===== src/rtl/fetch_pkg.sv =====
// Shared types and defaults for the instruction fetch block.
package fetch_pkg;

  localparam int unsigned ADDR_W_DEF  = 16;
  localparam int unsigned DATA_W_DEF  = 16;
  localparam int unsigned TIMEOUT_DEF = 15;

  typedef enum logic [2:0] {
    IDLE    = 3'd0,
    PC_RD   = 3'd1,
    PC_LAT  = 3'd2,
    MEM     = 3'd3,
    IR_HOLD = 3'd4,
    ERR     = 3'd5
  } fetch_state_e;

endpackage


===== src/rtl/fetch_timeout_cnt.sv =====
// Memory wait counter: cleared on MEM entry, counts MEM cycles, flags the last allowed cycle.
module fetch_timeout_cnt
  import fetch_pkg::*;
#(
  parameter int unsigned TIMEOUT = TIMEOUT_DEF
) (
  input  logic clk,
  input  logic reset,
  input  logic clr_i,
  input  logic en_i,
  output logic tc_c_o
);

  localparam int unsigned CNT_W = $clog2(TIMEOUT + 1);
  localparam logic [CNT_W-1:0] LAST = CNT_W'(TIMEOUT - 1);

  logic [CNT_W-1:0] cnt_q, cnt_d;

  // Saturates on the last cycle so a stalled FSM cannot wrap the count.
  always_comb begin
    cnt_d = cnt_q;
    if (clr_i) begin
      cnt_d = '0;
    end else if (en_i && (cnt_q != LAST)) begin
      cnt_d = cnt_q + CNT_W'(1);
    end
  end

  always_ff @(posedge clk) begin
    if (reset) begin
      cnt_q <= '0;
    end else begin
      cnt_q <= cnt_d;
    end
  end

  assign tc_c_o = en_i && (cnt_q == LAST);

endmodule


===== src/rtl/instr_fetch.sv =====
// Instruction fetch sequencer: PC read, address latch, memory read with timeout, IR handoff.
module instr_fetch
  import fetch_pkg::*;
#(
  parameter int unsigned ADDR_W  = ADDR_W_DEF,
  parameter int unsigned DATA_W  = DATA_W_DEF,
  parameter int unsigned TIMEOUT = TIMEOUT_DEF
) (
  input  logic              clk,
  input  logic              reset,
  input  logic              run,
  input  logic              flush,
  input  logic [ADDR_W-1:0] pc_addr,
  output logic              pc_en,
  output logic              pc_incr,
  output logic              mem_req,
  output logic [ADDR_W-1:0] mem_addr,
  input  logic              mem_ack,
  input  logic [DATA_W-1:0] mem_rdata,
  output logic [DATA_W-1:0] ir_out,
  output logic              ir_valid,
  input  logic              ir_ready,
  output logic              fetch_err
);

  fetch_state_e      state_q, state_d;
  logic              pc_en_q, pc_en_d;
  logic              pc_incr_q, pc_incr_d;
  logic              mem_req_q, mem_req_d;
  logic [ADDR_W-1:0] mem_addr_q, mem_addr_d;
  logic [DATA_W-1:0] ir_out_q, ir_out_d;
  logic              ir_valid_q, ir_valid_d;
  logic              fetch_err_q, fetch_err_d;
  logic              tmo_c;

  fetch_timeout_cnt #(
    .TIMEOUT(TIMEOUT)
  ) u_tmo (
    .clk   (clk),
    .reset (reset),
    .clr_i (state_q == PC_LAT),
    .en_i  (state_q == MEM),
    .tc_c_o(tmo_c)
  );

  // Outputs are computed for the next state, so every one leaves a flop.
  always_comb begin
    state_d     = state_q;
    pc_en_d     = 1'b0;
    pc_incr_d   = 1'b0;
    mem_req_d   = 1'b0;
    mem_addr_d  = mem_addr_q;
    ir_out_d    = ir_out_q;
    ir_valid_d  = 1'b0;
    fetch_err_d = fetch_err_q;

    unique case (state_q)
      IDLE: begin
        if (run) begin
          state_d = PC_RD;
          pc_en_d = 1'b1;
        end
      end
      PC_RD: begin
        state_d = flush ? IDLE : PC_LAT;
      end
      PC_LAT: begin
        if (flush) begin
          state_d = IDLE;
        end else begin
          state_d    = MEM;
          mem_addr_d = pc_addr;
          mem_req_d  = 1'b1;
        end
      end
      MEM: begin
        // Flush beats ack; ack beats a coincident timeout.
        if (flush) begin
          state_d = IDLE;
        end else if (mem_ack) begin
          state_d    = IR_HOLD;
          ir_out_d   = mem_rdata;
          ir_valid_d = 1'b1;
          pc_incr_d  = 1'b1;
        end else if (tmo_c) begin
          state_d     = ERR;
          fetch_err_d = 1'b1;
          mem_addr_d  = '0;
          ir_out_d    = '0;
        end else begin
          mem_req_d = 1'b1;
        end
      end
      IR_HOLD: begin
        ir_valid_d = 1'b1;
        if (flush) begin
          state_d    = IDLE;
          ir_valid_d = 1'b0;
        end else if (ir_ready) begin
          ir_valid_d = 1'b0;
          if (run) begin
            state_d = PC_RD;
            pc_en_d = 1'b1;
          end else begin
            state_d = IDLE;
          end
        end
      end
      ERR: begin
        state_d = ERR;
      end
      default: begin
        state_d = IDLE;
      end
    endcase
  end

  always_ff @(posedge clk) begin
    if (reset) begin
      state_q     <= IDLE;
      pc_en_q     <= 1'b0;
      pc_incr_q   <= 1'b0;
      mem_req_q   <= 1'b0;
      mem_addr_q  <= '0;
      ir_out_q    <= '0;
      ir_valid_q  <= 1'b0;
      fetch_err_q <= 1'b0;
    end else begin
      state_q     <= state_d;
      pc_en_q     <= pc_en_d;
      pc_incr_q   <= pc_incr_d;
      mem_req_q   <= mem_req_d;
      mem_addr_q  <= mem_addr_d;
      ir_out_q    <= ir_out_d;
      ir_valid_q  <= ir_valid_d;
      fetch_err_q <= fetch_err_d;
    end
  end

  assign pc_en     = pc_en_q;
  assign pc_incr   = pc_incr_q;
  assign mem_req   = mem_req_q;
  assign mem_addr  = mem_addr_q;
  assign ir_out    = ir_out_q;
  assign ir_valid  = ir_valid_q;
  assign fetch_err = fetch_err_q;

endmodule

===== config.mk =====
export PLATFORM = sky130hd
export DESIGN_NAME = instr_fetch
export DESIGN_NICKNAME = d
export VERILOG_FILES = /design/src/rtl/fetch_pkg.sv /design/src/rtl/fetch_timeout_cnt.sv /design/src/rtl/instr_fetch.sv
export SDC_FILE = /design/constraint.sdc
export NUM_CORES = 1
export LEC_CHECK = 0
export BUFFER_PORTS_ARGS = -buffer_cell sky130_fd_sc_hd__buf_4
export CELL_PAD_IN_SITES_DETAIL_PLACEMENT = 0
export CELL_PAD_IN_SITES_GLOBAL_PLACEMENT = 1
export CORE_MARGIN = 8
export CORE_UTILIZATION = 37
export DETAILED_ROUTE_END_ITERATION = 10
export PLACE_DENSITY = 0.8
export SLEW_MARGIN = 30
export SYNTH_ARGS = -nofsm -noshare
export SYNTH_HDL_FRONTEND = slang
export SYNTH_SLANG_ARGS = --single-unit

===== constraint.sdc =====
create_clock -name clk -period 2.41 [get_ports clk]
set_input_delay 0.723 -clock clk [delete_from_list [all_inputs] [get_ports clk]]
set_output_delay 0.723 -clock clk [all_outputs]
set_load 0.02 [all_outputs]

# [Yosys cells after proc, flatten, opt, wreduce, memory -nomap -nowiden]
# Index checks and enable logic that the tools add are counted.
[totals] regBits=44 inputBits=38 output_inout_bits=37 word_cells=68
[op_classes] add_sub_neg=1 eq_ne=14 muxes=30 n_bitwise=3 reduce_logical=11
[ops] operator="2-to-1 mux 16 bit" n=5
[ops] operator="one-hot mux 16 bit (2 select lines)" n=1
[ops] operator="2-to-1 mux 3 bit" n=6
[ops] operator="one-hot mux 3 bit (6 select lines)" n=1
[ops] operator="2-to-1 mux 1 bit" n=12
[ops] operator="inequality test 2 bit, second input constant" n=5
[ops] operator="inequality test 4 bit, second input constant" n=2
[ops] operator="equality test 3 x 2 -> 1 bit, second input constant" n=2
[ops] operator="equality test 3 bit, second input constant" n=2
[ops] operator="one-hot mux 1 bit (2 select lines)" n=3
[ops] operator="AND reduction 3 bit" n=2
[ops] operator="AND reduction 5 bit" n=1
[ops] operator="adder 4 x 1 -> 4 bit, second input constant" n=1
[ops] operator="equality test 4 bit, second input constant" n=1
[ops] operator="2-to-1 mux 2 bit" n=2
[ops] operator="AND reduction 4 bit" n=1
[ops] operator="nonzero test 2 bit" n=2
[ops] operator="OR reduction 2 bit" n=2
[ops] operator="equality test 3 x 1 -> 1 bit, second input constant" n=1
[ops] operator="zero test 3 bit" n=1
[ops] operator="inequality test 3 bit, second input constant" n=1
[ops] operator="inverter 1 bit" n=3
[ops] operator="logical AND 1 bit" n=2

# [Longest topological paths before layout]
[depth] depth_word=6 depth_mapped=6 ltp_nobuf=5

# [Hierarchy]
# From an unflattened synthesis, not the netlist that was laid out.
[hier_totals] cells_unflattened=146 area_unflattened_um2=1634.1
[by_module_without_submodules] module="instr_fetch" n_inst=1 cells_each=123 area_each_um2=1417.6 seq_area_each_um2=800.8
[by_module_without_submodules] module="fetch_timeout_cnt" n_inst=1 cells_each=23 area_each_um2=216.5 seq_area_each_um2=80.1

# [Worst setup path after synthesis]
# OpenSTA, ideal clock, no wires.
[synth_timing] path_kind="in2reg" startpoint="in flush" endpoint="reg mem_addr_q[1] (netlist: mem_addr[1])" setup_time_ns=0.117 arrival_ns=1.693 required_ns=2.293 setup_slack_ns=0.601 cell_stages=6 path_buffers=3 cell_sequence="buf_2 or3b_1 buf_6 buf_6 a32oi_1 nand2_1"
[synth_between] elab_chain_cells=2 elab_cells_between_ends=3 cone_classes="eq/ne: 2; reduce/logical: 1"
[synth_rtl] element="from (decl)" line_no="instr_fetch.sv:12" text="input logic flush,"
[synth_rtl] element="inequality test 2 bit (no source line)"
[synth_rtl] element="AND reduction 5 bit (no source line) (*)"
[synth_rtl] element="to (signal assigned)" line_no="instr_fetch.sv:133" text="mem_addr_q <= mem_addr_d;"
[synth_rtl] element="to (decl)" line_no="instr_fetch.sv:30" text="logic [ADDR_W-1:0] mem_addr_q, mem_addr_d;"
# Every way passes the cells marked *; elsewhere a longest branch is shown, timed or not.
# A chain may end at the register's enable or synchronous reset.

# [Final worst setup path]
[layout_timing] startpoint="reg state_q[1]" endpoint="reg mem_addr_q[12] (netlist: mem_addr[12])"
[layout_between] elab_chain_cells=4 elab_cells_between_ends=10 cone_classes="eq/ne: 6; mux: 1; reduce/logical: 3"
[layout_rtl] element="from (decl)" line_no="instr_fetch.sv:26" text="fetch_state_e state_q, state_d;"
[layout_rtl] element="from (signal assigned)" line_no="instr_fetch.sv:129" text="state_q <= state_d;"
[layout_rtl] element="equality test 3 x 2 -> 1 bit" line_no="instr_fetch.sv:42, instr_fetch.sv:57"
[layout_rtl] element="logical AND 1 bit" line_no="fetch_timeout_cnt.sv:37" text="assign tc_c_o = en_i && (cnt_q == LAST);"
[layout_rtl] element="inequality test 2 bit (no source line)"
[layout_rtl] element="AND reduction 5 bit (no source line)"
# Several ways; a longest one is shown, not always the timed one.

==> PnR_summary.wiki <==
{| class="wikitable"
! Metric !! Value
|-
| Outcome || finished, final reports clean
|-
| Final setup vio count || 0
|-
| Hold slack final || 0.473 ns
|-
| Crit path buffers/inverters || 0
|-
| Most used flip-flop cell after synthesis || sky130_fd_sc_hd__dfxtp_1
|-
| Gate count of the mapped netlist || roughly 230
|-
| Antenna Cells || 0
|-
| Syn_area_per_cell || 8.53 um2
|-
| Drt initial violations || 112
|-
| Total grt overflow || 0
|-
| End of the worst register-to-register path || mem_addr[12]
|-
| Number of iterations in the first detailed-routing pass || 4
|-
| Cell leakage power || 0.00113 uW
|-
| Type of origin of the critical path || flip-flop
|-
| Mapped cell area || 1990 um2
|-
| Critical-path cell with the highest stage delay || sky130_fd_sc_hd__or3b_1
|-
| Startpoint of the lowest-slack register-to-register path || state_q[1]
|-
| Busiest grt layer || met2
|-
| Pwr dens || between 500 and 600 nW/um2
|-
| CP delay by family, top || simple AND/OR/NAND/NOR gates
|-
| NumNets Final || 340
|-
| CTS Root Buffer Type || sky130_fd_sc_hd__clkbuf_8
|-
| Headroom to the max-slew limit || 60.0%
|-
| Cell Chain, Critical Path || or3b_1 > a32oi_1 > nand2_1
|-
| Residual DRC count || 0
|-
| Worst vdd rail ir drop || around 0.24 mV
|-
| CP arrival || 1.89 ns
|-
| Kind of end point of the critical path || flip-flop
|-
| Number of slew-limit violations in the final report || 0
|-
| Number of buffers between clock root and the deepest sink || 2
|-
| Max stage delay on crit path || approximately 0.66 ns
|-
| H-tree levels || 2
|-
| Via Count || 1993
|-
| Worst reg-to-reg path cell count || 3
|-
| Count of maximum capacitance violations || 0
|-
| Critical setup path kind || reg -> reg
|-
| Post-layout minimum cycle time || 1.71 ns
|-
| Number of buffers created by CTS || 5
|-
| Sequential cell area in the final layout || 881 um2
|-
| Worst min-delay path category || reg -> reg
|-
| Slew @ Worst Pin || 0.601 ns
|-
| Maximum number of pins on one net before global-route repair || 22
|-
| M3 GR Usage || 6.89%
|-
| GRT Total Usage || 14.7%
|-
| P_int || slightly above 1000 uW
|-
| Maximum fanout along the worst path || 17
|-
| Hold depth || 2
|-
| Share of cells above drive strength 1 || 30.0%
|-
| Endpoint with the worst hold slack || ir_out[0]
|-
| Number of enable flip-flop cells after synthesis || 0
|-
| DRT antenna net count || 0
|-
| Count of yosys warnings during synthesis || 0
|-
| Vias per Instance || 5.39
|-
| Clock group share of total power || 32.8%
|-
| Starting density of the core || 38.7%
|-
| Hold Vio Cnt, Final || 0
|-
| Net count after synthesis || between 200 and 300
|-
| Final-layout fill cell count || 532
|-
| Net switching power of the design || 327 uW
|-
| Setup repair after global routing missed its margin || false
|-
| Register bit total from synthesis || 44
|-
| Wire length of the first global-routing pass || ~9200 um
|-
| Sequential fraction of design power || 56.4%
|-
| Met1 track demand over resource in global routing || 18.4%
|-
| Routed len/inst || 15.5 um
|-
| Setup slack, reg-to-reg || ~0.7 ns
|-
| Hold Crit Start || ir_out[0]
|-
| Total Neg Setup Slack || 0 ns
|-
| Die Span X || between 80 and 90 um
|-
| Final critical-path share of the clock period || 70.9%
|-
| CTS tree || done
|-
| CTS sink count || 44
|-
| Power share of the combinational group || 10.7%
|-
| Die Outline Area || 7980 um2
|-
| Proportion of register bits with asynchronous set or reset after synthesis || 0%
|-
| Core area || 5140 um2
|-
| Port Buffer Count || 74
|-
| WL final || 5740 um
|-
| Combined area of the multi-input logic cells || just under 1000 um2
|-
| Die span in y || between 80 and 90 um
|-
| Switching part of the total || 24.5%
|-
| Register area share after synthesis || 44.3%
|-
| Global routing met2 resource utilization || about 22%
|-
| Maximum clock frequency || 586 MHz
|-
| Clock Latency Late Sink || between 0.2 and 0.3 ns
|-
| Number of setup buffers added after CTS || 0
|-
| Row cnt || 26
|-
| Register clock-pin slew on the reported worst setup and hold paths || 0.08 ns
|-
| I/O pins || 75
|-
| Placer congestion estimate || 0.732
|-
| Cts hold-fix bufs || 0
|-
| Post-cts resize count || 0
|-
| Clock skew after layout || approximately 0.0055 ns
|-
| Initial antenna violation count || 0
|-
| Vias in the first global route || between 1500 and 2000
|-
| Number of distinct library cells after synthesis || 39
|-
| Worst endpoint required time || 2.59 ns
|-
| Layout-stage area growth over the synthesis result || 33.4%
|-
| Post-detail-place hpwl || between 3000 and 4000 um
|}
## worst min-delay path, delay by kind of cell, from the launching register on
kind           cells  cell delay [ns]
flip-flops         1             0.31
AO/OA/AOI/OAI      2             0.12
## cell usage after synthesis (2+ instances only)
master	number	share of area (%)
sky130_fd_sc_hd__buf_2	6	1.5
sky130_fd_sc_hd__nor2_1	4	0.75
sky130_fd_sc_hd__and3_1	2	0.63
sky130_fd_sc_hd__a32oi_1	16	7.0
sky130_fd_sc_hd__or3_1	2	0.63
sky130_fd_sc_hd__clkbuf_1	9	1.7
sky130_fd_sc_hd__buf_6	2	1.1
sky130_fd_sc_hd__nand2_1	16	3.0
sky130_fd_sc_hd__o21ai_0	20	5.0
sky130_fd_sc_hd__a21oi_1	22	5.5
sky130_fd_sc_hd__buf_4	2	0.75
sky130_fd_sc_hd__buf_1	2	0.38
sky130_fd_sc_hd__dfxtp_1	44	44
sky130_fd_sc_hd__nor2b_1	18	5.7
sky130_fd_sc_hd__o31ai_1	2	0.75
sky130_fd_sc_hd__o21ai_1	2	0.50
sky130_fd_sc_hd__nand2b_1	2	0.63
sky130_fd_sc_hd__nor3_1	4	1.0
sky130_fd_sc_hd__inv_1	3	0.57
sky130_fd_sc_hd__ha_1	2	1.3
sky130_fd_sc_hd__nand3_1	35	8.8
## worst max path at each step
| stage | startpoint | to | slack, ns | cells after the start |
|---|---|---|---|---|
| finish | state_q[1] | mem_addr[12] | 0.70 | 3 |
| global route | state_q[1] | mem_addr[0] | 0.56 | 3 |
| CTS | state_q[1] | mem_addr[11] | 0.73 | 3 |
| detailed placement | flush | mem_addr[12] | 0.44 | 4 |
| global placement | flush | mem_addr[11] | 0.43 | 4 |
| floorplan | flush | mem_addr[1] | 0.60 | 6 |
## through the flow
step | instance area (um2) | std cells | util (%) | total power, uW | worst slack [ns]
floorplan | 1990 | 233 | - | 837 | 0.601
global placement | 2570 | 363 | 50.1 | 912 | 0.434
detailed placement | 2570 | 363 | 50.1 | 914 | 0.438
CTS | 2650 | 370 | 51.6 | 1350 | 0.729
global route | 2650 | 370 | 51.6 | 1400 | 0.564
finish | 2650 | 370 | 51.6 | 1330 | 0.702
## flip-flops by register name, summed over array words and instances, names as in the netlist
| register | count |
|---|---|
| ir_out | 16 |
| mem_addr | 16 |
| u_tmo.cnt_q | 4 |
| state_q | 3 |
| fetch_err | 1 |
| ir_valid | 1 |
| mem_req | 1 |
| pc_en | 1 |
| pc_incr | 1 |
## per-layer routing
metal,vias up,wire length (um)
li1,987,-
met1,929,2510
met2,75,2550
met3,2,651
met4,0,23
met5,-,0
## power by group through the flow
stage	combinational, uW	sequential (uW)	clock [uW]
2_1_floorplan	65.7	771	0
3_3_place_gp	143	769	0
3_5_place_dp	145	769	0
4_1_cts	145	752	456
5_1_grt	156	754	492
6_report	143	752	438
## logic make-up (layout without fill, tap and decap cells)
logic type      Yosys count  count (layout)  share of synthesized area (%)
buf+inv                  25              92                           6.23
simple gates             92              92                           26.1
flops                    44              44                           44.3
fa+ha+maj                 2               2                           1.26
compound gates           70              70                           22.1
## final cells by class
type / instances / area share, %
clock inverters: 1 / 0.189
repair buffers: 81 / 22.9
flip-flops and latches: 44 / 33.2
clock buffers: 6 / 2.74
inverters: 4 / 0.566
multi-input cells: 164 / 37.1
well taps: 70 / 3.30
## placed cells by master (no fill, tap or decap), drive strengths merged, types with 2 or more instances in the layout
master  synthesis  final
clkbuf          9      6
o31ai           2      2
nor3            4      4
a32oi          16     16
or3             2      2
and3            2      2
a21oi          22     22
nor4b           2      2
ha              2      2
o21ai          22     22
inv             3      3
nand2b          2      2
dfxtp          44     44
nand2          16     16
nor2            4      4
buf            12     81
nor2b          18     18
clkinv          1      2
nand3          35     35
Note: power is estimated with default switching activity, not from simulation.
